## config.mk

```make
export PLATFORM = sky130hd
export DESIGN_NAME = tdm_mux2
export DESIGN_NICKNAME = d
export VERILOG_FILES = /design/src/rtl/tdm_mux2.sv
export SDC_FILE = /design/constraint.sdc
export NUM_CORES = 1
export LEC_CHECK = 0
export CAP_MARGIN = 20
export CORE_AREA = 2 2 64 126
export DETAILED_ROUTE_END_ITERATION = 8
export DIE_AREA = 0 0 66 128
export MAX_ROUTING_LAYER = met4
export PLACE_DENSITY = 0.77
export SETUP_SLACK_MARGIN = 0.2
export SYNTH_ARGS = -nofsm -noshare
export SYNTH_HDL_FRONTEND = slang
export SYNTH_SLANG_ARGS = --single-unit
```

## constraint.sdc

```tcl
create_clock -name clk -period 1.5 [get_ports clk]
set_input_delay 0.45 -clock clk [delete_from_list [all_inputs] [get_ports clk]]
set_output_delay 0.45 -clock clk [all_outputs]
set_load 0.02 [all_outputs]
```

## src/rtl/tdm_mux2.sv

```systemverilog
`timescale 1ns/1ps
// tdm_mux2 -- two-input time-division multiplexer.
//
// Merges two independent valid/ready streams onto one output channel. Each
// word is tagged with its source index (out_sel). Every input has its own
// DEPTH-entry FIFO. A round-robin arbiter drains the FIFOs into a single
// registered output stage.
//
// Handshake: a word moves across any valid/ready pair on a rising clk edge
// where both valid and ready are high. A valid producer holds its data
// until that edge. Ready never depends combinationally on the partner's
// valid. The in*_ready signals depend only on registered FIFO state.
//
// Ports:
//   clk, rst_n            clock, asynchronous active-low reset
//   in0_data/valid/ready  channel 0 input stream
//   in1_data/valid/ready  channel 1 input stream
//   out_data/sel/valid    merged, registered output word and its source
//   out_ready             downstream accepts the output word
//   dbg_state             output-stage FSM state (0 = IDLE, 1 = LOADED)
module tdm_mux2 #(
  parameter int WIDTH = 8,
  parameter int DEPTH = 4
) (
  input  logic             clk,
  input  logic             rst_n,
  input  logic [WIDTH-1:0] in0_data,
  input  logic             in0_valid,
  output logic             in0_ready,
  input  logic [WIDTH-1:0] in1_data,
  input  logic             in1_valid,
  output logic             in1_ready,
  output logic [WIDTH-1:0] out_data,
  output logic             out_sel,
  output logic             out_valid,
  input  logic             out_ready,
  output logic             dbg_state
);

  localparam int AW = $clog2(DEPTH);
  localparam logic [AW:0] PTR_ONE = (AW+1)'(1);

  typedef enum logic {IDLE = 1'b0, LOADED = 1'b1} state_t;

  // FIFO storage and pointers; the extra pointer MSB separates full from empty.
  logic [WIDTH-1:0] mem0 [DEPTH];
  logic [WIDTH-1:0] mem1 [DEPTH];
  logic [AW:0]      wr_ptr0, rd_ptr0, wr_ptr1, rd_ptr1;

  logic             empty0, empty1, full0, full1;
  logic             push0, push1, pop0, pop1;
  logic             load_en, grant1;
  logic [WIDTH-1:0] head0, head1;

  state_t           state;
  logic             last_sel;

  assign empty0 = (wr_ptr0 == rd_ptr0);
  assign empty1 = (wr_ptr1 == rd_ptr1);
  assign full0  = (wr_ptr0[AW] != rd_ptr0[AW]) && (wr_ptr0[AW-1:0] == rd_ptr0[AW-1:0]);
  assign full1  = (wr_ptr1[AW] != rd_ptr1[AW]) && (wr_ptr1[AW-1:0] == rd_ptr1[AW-1:0]);

  assign in0_ready = !full0;
  assign in1_ready = !full1;

  assign push0 = in0_valid && in0_ready;
  assign push1 = in1_valid && in1_ready;

  assign head0 = mem0[rd_ptr0[AW-1:0]];
  assign head1 = mem1[rd_ptr1[AW-1:0]];

  // The output register is free when empty or being consumed this edge.
  assign load_en = !out_valid || out_ready;

  // Channel 1 wins when it is the only one with data. It also wins on
  // contention when channel 0 was served last.
  assign grant1 = !empty1 && (empty0 || !last_sel);
  assign pop1   = load_en && grant1;
  assign pop0   = load_en && !empty0 && !grant1;

  assign dbg_state = (state == LOADED);

  // Storage is not reset: the pointers alone define which entries are live.
  always_ff @(posedge clk) begin
    if (push0) mem0[wr_ptr0[AW-1:0]] <= in0_data;
    if (push1) mem1[wr_ptr1[AW-1:0]] <= in1_data;
  end

  always_ff @(posedge clk or negedge rst_n) begin
    if (!rst_n) begin
      wr_ptr0 <= '0;
      rd_ptr0 <= '0;
      wr_ptr1 <= '0;
      rd_ptr1 <= '0;
    end else begin
      if (push0) wr_ptr0 <= wr_ptr0 + PTR_ONE;
      if (pop0)  rd_ptr0 <= rd_ptr0 + PTR_ONE;
      if (push1) wr_ptr1 <= wr_ptr1 + PTR_ONE;
      if (pop1)  rd_ptr1 <= rd_ptr1 + PTR_ONE;
    end
  end

  // Output stage FSM. out_valid mirrors LOADED but is kept as its own
  // register so the port is driven straight from a flop.
  always_ff @(posedge clk or negedge rst_n) begin
    if (!rst_n) begin
      state     <= IDLE;
      out_valid <= 1'b0;
      out_data  <= '0;
      out_sel   <= 1'b0;
      last_sel  <= 1'b1;  // channel 0 wins the first contention
    end else if (load_en) begin
      if (pop0 || pop1) begin
        state     <= LOADED;
        out_valid <= 1'b1;
        out_data  <= grant1 ? head1 : head0;
        out_sel   <= grant1;
        last_sel  <= grant1;
      end else begin
        state     <= IDLE;
        out_valid <= 1'b0;
      end
    end
  end

endmodule

```

Word level (Yosys, flattened, before mapping)
Memory sizes are Yosys's and may differ from the RTL's.
Index checks and enable logic that the tools add are counted.
W data, S select, Z words.

cells by class
  equality and inequality tests = 6
  mux-type cells = 6
  reduce and logical (&&, ||, !) cells = 19
  $add $sub $neg = 4

operators with widths
  kind                   number
  $add A3 B1 Y3 const B  4
  $logic_and A1 B1 Y1    8
  $mux W8                1
  $logic_not A1 Y1       7
  $eq A3 B3 Y1           2
  $mux W1                5
  $eq A2 B2 Y1           2
  $logic_or A1 B1 Y1     3
  $ne A1 B1 Y1           2
  $reduce_and A2 Y1      1

storage, ports and cells
  logic and storage cells = 45
  memories = 2
  bits of input ports = 21
  output and inout bits = 13
  RAM bits = 64
  register bits = 23

memory list
  name  words  width  read ports  clocked after memory_dff  write ports  line  text
  mem0  4      8      1           0                         1            46    logic [WIDTH-1:0] mem0 [DEPTH];
  mem1  4      8      1           0                         1            47    logic [WIDTH-1:0] mem1 [DEPTH];

Logic depth before layout (Yosys ltp)
  depth in word-level cells = 7
  mapped depth = 7
  mapped depth without buffers = 5

Least setup slack after synthesis
Ideal clock, no wire load.

  kind = register -> register
  from = register rd_ptr0[2]
  to = memory mem0[3][0] (enable)
  buffers on the path = 0
  period minus slack after synthesis = 1,688 ps
  library setup time = 339 ps
  stages on the path, launching flop included = 4
  setup slack = -188 ps
  required time = 1,161 ps
  arrival time = 1,349 ps
  cell sequence = dfrtp_1 xnor2_2 nand3b_1 and3_1

between the ends
  longest elaborated chain between the ends = 6

ends and longest elaborated chain
  what                           line  text
  start, declared                48    logic [AW:0] wr_ptr0, rd_ptr0, wr_ptr1, rd_ptr1;
  start signal, assigned         97    if (pop0) rd_ptr0 <= rd_ptr0 + PTR_ONE;
  $ne A1 B1 Y1                   60    assign full0 = (wr_ptr0[AW] != rd_ptr0[AW]) && (wr_ptr0[AW-1:0] == rd_ptr0[AW-1:0]);
  $logic_and A1 B1 Y1            60
  $logic_not A1 Y1               63    assign in0_ready = !full0;
  net in0_ready                  29    output logic in0_ready,
  $logic_and A1 B1 Y1            66    assign push0 = in0_valid && in0_ready;
  $mux W1                        85    if (push0) mem0[wr_ptr0[AW-1:0]] <= in0_data;
  $mux W1 (not written as such)  85
  end, declared                  46

The timed path passes the listed nets, and every way through them passes these cells.

Final worst setup path
  from = register wr_ptr0[0]
  to = output port in0_ready

between the ends
  longest elaborated chain between the ends = 3

ends and longest elaborated chain
  what                    line  text
  start, declared         48
  start signal, assigned  96    if (push0) wr_ptr0 <= wr_ptr0 + PTR_ONE;
  $eq A2 B2 Y1            60
  $logic_and A1 B1 Y1     60
  $logic_not A1 Y1        63
  end, declared           29

Every way passes these cells.

==> metrics <==
status=finished with violations; violated checks=negative setup slack; flops & latches, synth=87; leading post-synthesis cells by cell area=edfxtp_1, dfrtp_1, mux4_1, ha_1, mux2i_1; DRC viols=0; die area=0.008448 mm2; Max clock buf depth=2; final setup fails=16; Fin. Hold Viols=0; synth-to-layout area growth=35.02%; FP Rows=45; worst hold path class=primary input to async pin; CP peak stage delay=between 0.4 and 0.5 ns; Root Driver=clkbuf_16; Port-buffer cells=33; slowest CP cell=dfrtp_2; Leak=1.908 nW; final setup TNS=-1.942 ns; pin count of the biggest net entering global routing=24; Seq/Total Area, Yosys=0.6738; PwrDens=2349 mW/mm2; worst setup margin=-0.2236 ns; clock-pin slew on the worst setup and hold paths=approximately 0.060 ns; crit end category=primary output; CP Class=flop to primary output; Final period util=1.149; Synth warnings=0; CP Max Fanout=2; CTS tree=yes; Core ar.=0.007545 mm2; most common cell after layout, fill and taps aside=edfxtp_1; vias per cell=5.279; most frequent cells in the layout=edfxtp_1, buf_4, buf_6, clkdlybuf4s50_1, dfrtp_1; Fmax=0.5802 GHz; clk_lat worst skew=0.34 ns; router iterations before antenna repair=4; Slew Limit Fails=0; I/O Pins=34; global-route wire length before repair=10,900 um; Slew HR=0.7937; htree depth=3; number of DRC markers in iteration 0=76; DP Wirelength=4635 um; fin nets=308; grt ovf=0; pre-CTS setup slack=-0.3053 ns; share of layout cells above drive strength 1=0.4397; aggregate global-route resource usage=0.1883; CP cell instances=xnor2_4, nand3b_1, buf_6; antenna-violating nets left=0; vias in the first global route=2,090; # diodes=0; die width=66 um; Clock Sinks=a little under 90; Placer Congestion=0.7902; final non-filler cell total=between 300 and 400; Initial Util=0.4915; clk_skew=0.009751 ns; RSZ-0062 raised after global routing=true; Power Total=11.76 mW; cells after synthesis=197; dpl cells=between 300 and 400; Worst Path Arrival=about 1.3 ns; cell taking the most area after synthesis=edfxtp_1; top-area cell type share of the netlist area=0.5182; Wirelength per Cell=~19 um; Post-Route WL=around 7100 um; VDD IR max=1239 uV; Net Count, Synth=228; Syn Area/Cell=18.83 um2; CTS buffer count=9; Post-Synthesis Cell Area=0.003709 mm2; Synth cell types=35; # hold bufs at CTS=0; CP required=1.05 ns; Worst Tran Pin Value=just over 0.3 ns; number of max-cap violations=0; height of the die=128 um; initial antenna violation count=0; critical path startpoint category=flop; vias=1,985; fin crit period=1.724 ns
-- power breakdown --
part	internal (mW)	total (mW)	switching [mW]
Clock	1.45	2.33	0.873
Combinational	3.09	5.61	2.51
Sequential	3.38	3.83	0.452
Total	7.93	11.8	3.84
-- cell families (layout without fill, tap and decap cells) --
logic type,Yosys count,in the layout,synth area share
flip-flops,87,87,0.6738
AND/OR/NAND/NOR,33,35,0.05230
multiplexers,26,26,0.1410
AO/OA/AOI/OAI,16,16,0.02733
XOR/XNOR,14,14,0.04926
buffers and inverters,11,94,0.02260
adder cells (fa/ha/maj),10,10,0.03374
-- final cells by class --
type	instances	area (um2)
clock buffer	10	229.0
multi-input combinational	101	1340
sequential	87	2509
timing repair buffer	74	713.2
inverter	4	15.01
tap	94	117.6
clock inverter	6	83.83
fill	522	2537
-- synth_stat cells --
library cell / number
edfxtp_1: 64
dfrtp_1: 22
mux4_1: 15
ha_1: 10
a21oi_1: 9
and3_1: 8
mux2i_1: 8
nor2_1: 8
nand2_1: 6
xnor2_1: 6
buf_6: 5
inv_1: 4
xnor2_2: 3
xor2_1: 3
a31oi_1: 2
and2_1: 2
nand3b_1: 2
o21ai_0: 2
xnor2_4: 2
a21boi_2: 1
a311oi_2: 1
buf_2: 1
buf_4: 1
dfstp_2: 1
mux2_2: 1
mux2_4: 1
mux4_2: 1
nand2_4: 1
nand2b_1: 1
nand3_1: 1
nand3_2: 1
nand3_4: 1
nor2b_1: 1
o21a_1: 1
or3_2: 1
-- registers in the layout, indices dropped and copies added, names as in the netlist, 3 cells and up --
register and cells:
mem0 32, mem1 32, out_data 8, rd_ptr0 3, rd_ptr1 3, wr_ptr0 3
wr_ptr1 3
-- per-stage QoR --
step,instance area [um2],hold slack [ns],util
2_1_floorplan,3784,0.1544,-
3_3_place_gp,4400,0.4612,0.5833
3_5_place_dp,4400,0.4726,0.5833
4_1_cts,4836,0.4555,0.6410
5_1_grt,5007,0.4775,0.6637
6_report,5007,0.4601,0.6637
-- path summary, 6_finish.rpt --
check,slack [ns],cells after the start,start,to
hold / removal,0.46,2,rst_n,wr_ptr0[2]
max in group asynchronous,0.82,2,rst_n,last_sel
hold reg to reg,0.58,2,out_data[3],out_data[3]
setup reg to reg,-0.16,7,wr_ptr0[0],out_data[0]
min in group clk,0.58,2,out_data[3],out_data[3]
setup / recovery,-0.22,3,wr_ptr0[0],in0_ready
-- metal layers --
layer / part of all wire / wire [um] / up-vias / track usage
li1: - / - / 927 / -
met1: 0.38 / 2716 / 1008 / 0.2157
met2: 0.57 / 4047 / 40 / 0.3078
met3: 0.026 / 181 / 10 / 0.04390
met4: 0.020 / 145 / 0 / 0.09124
met5: 0 / 0 / - / -
-- critical path, delay by kind of cell (launching register included) --
family	cells	cell delay, ns
XOR/XNOR	1	0.19
buffers and inverters	1	0.16
flip-flops	1	0.44
AND/OR/NAND/NOR	1	0.15
-- repair_timing --
action	CTS	global route
setup endpoints to repair	98	100
pin swaps	14	8
buffers inserted	7	3
gates resized for setup	94	35
cloned	2	1
Power figures use the tool's default switching activity.
==> patch: new RTL, same settings <==
Reset style: synchronous (`rst_n`), changed in 2 clocked blocks. Comments in the files are not updated.
--- a/src/rtl/tdm_mux2.sv
+++ b/src/rtl/tdm_mux2.sv
@@ -88,3 +88,3 @@
 
-  always_ff @(posedge clk or negedge rst_n) begin
+  always_ff @(posedge clk) begin
     if (!rst_n) begin
@@ -104,3 +104,3 @@
   // register so the port is driven straight from a flop.
-  always_ff @(posedge clk or negedge rst_n) begin
+  always_ff @(posedge clk) begin
     if (!rst_n) begin
Formal check against the unedited RTL: differs if rst_n is asserted again (counterexample within 4 cycles, from zero or initial values and one cycle with rst_n low); with rst_n held inactive, the same outputs for 4 cycles.
==> patch against the original RTL <==
- setup slack got worse by 0.12 ns
- highest routed layer unchanged
- routed wire length rose by 46%
- global-route usage rose by 7.0 points
- sequential cell count rose by 4
- the flow still finishes with violations (negative setup slack)
- combinational power rose by 11%
- area after synthesis rose by 3.3%
- cell area rose by 18%
- total power rose by 1.5%
==> patch: results (changes against the original RTL) <==
synthesis:
  ys_types: 36  # +2.9%
  synthArstFlopShare: 0  # -0.264
  seq_area_frac_synth: 0.643  # -0.0308
power_and_ir_drop:
  pwr-share-seq: 0.278  # -0.048
  ir_worst_vdd_mv: 1.33  # +7.3%
  sw_frac_of_total: 0.348  # +0.0222
place:
  gp_congestion: 0.806  # +1.9%
global_route:
  use_met3: 0.0413  # -0.00263
  grt_use_met2: 0.496  # +0.188
  grt_max_degree: 22  # -8.3%
  grt_pass1_wl_mm: 15.2  # +40%
  met1_usage: 0.251  # +0.0351
cells_and_area:
  drive_above_1_share: 0.573  # +0.133
  n_fill_cell: 413  # -21%
worst_setup_path:
  critPathArrivalTime_ns: 1.39  # +0.12 ns
  crit_slowest_cell: "or3_4"
  r2r_slack_ns: -0.32  # -0.16 ns
  worstSetupEndpoint: "in1_ready"
  slowest_delay_ns: 0.37  # -0.07 ns
status:
  failed_checks: "negative setup slack"
  status: "finished with violations"
drt:
  met3WireLength_um: 363  # +100%
  met1_length_mm: 3.54  # +30%
sta:
  timing.final.ws_setup_ns: -0.345  # -0.121 ns
  finalSetupViolCount: 93  # +77
## patch: changes by cell type after synthesis, sizes merged, moves of 4 or more
cell and change:
dfxtp +27, dfrtp -22, a221oi +16, inv +12, o31a +11, clkbuf +10
and3 -8, o21ai +8, o31ai +5, xnor2 -5, xor2 +5, and2 +4
mux2i -4, nand2 -4
## patch: kinds of logic after synthesis
logic type	count (synthesis)	synth area share
buffers and inverters	31	0.0323
DFF	91	0.643
muxes	20	0.105
AOI/OAI and AO/OA	56	0.108
and+or+nand+nor	29	0.0457
adders and majority gates	10	0.0327
xor gates and xnor gates	14	0.0340
## patch: repair_timing
item / 4_1_cts / 5_1_grt
cloned: 2 / 0
setup endpoints to repair: 104 / 100
pin swaps: 37 / 34
setup buffers: 15 / 9
resized for setup: 127 / 48
## patch: area by class of cell
class / instances / share of cell area
inverter: 16 / 0.0115
tap: 94 / 0.0200
clock buffer: 11 / 0.0395
multi-input combinational: 129 / 0.303
timing repair buffer: 104 / 0.185
clock inverter: 5 / 0.0147
sequential: 91 / 0.427
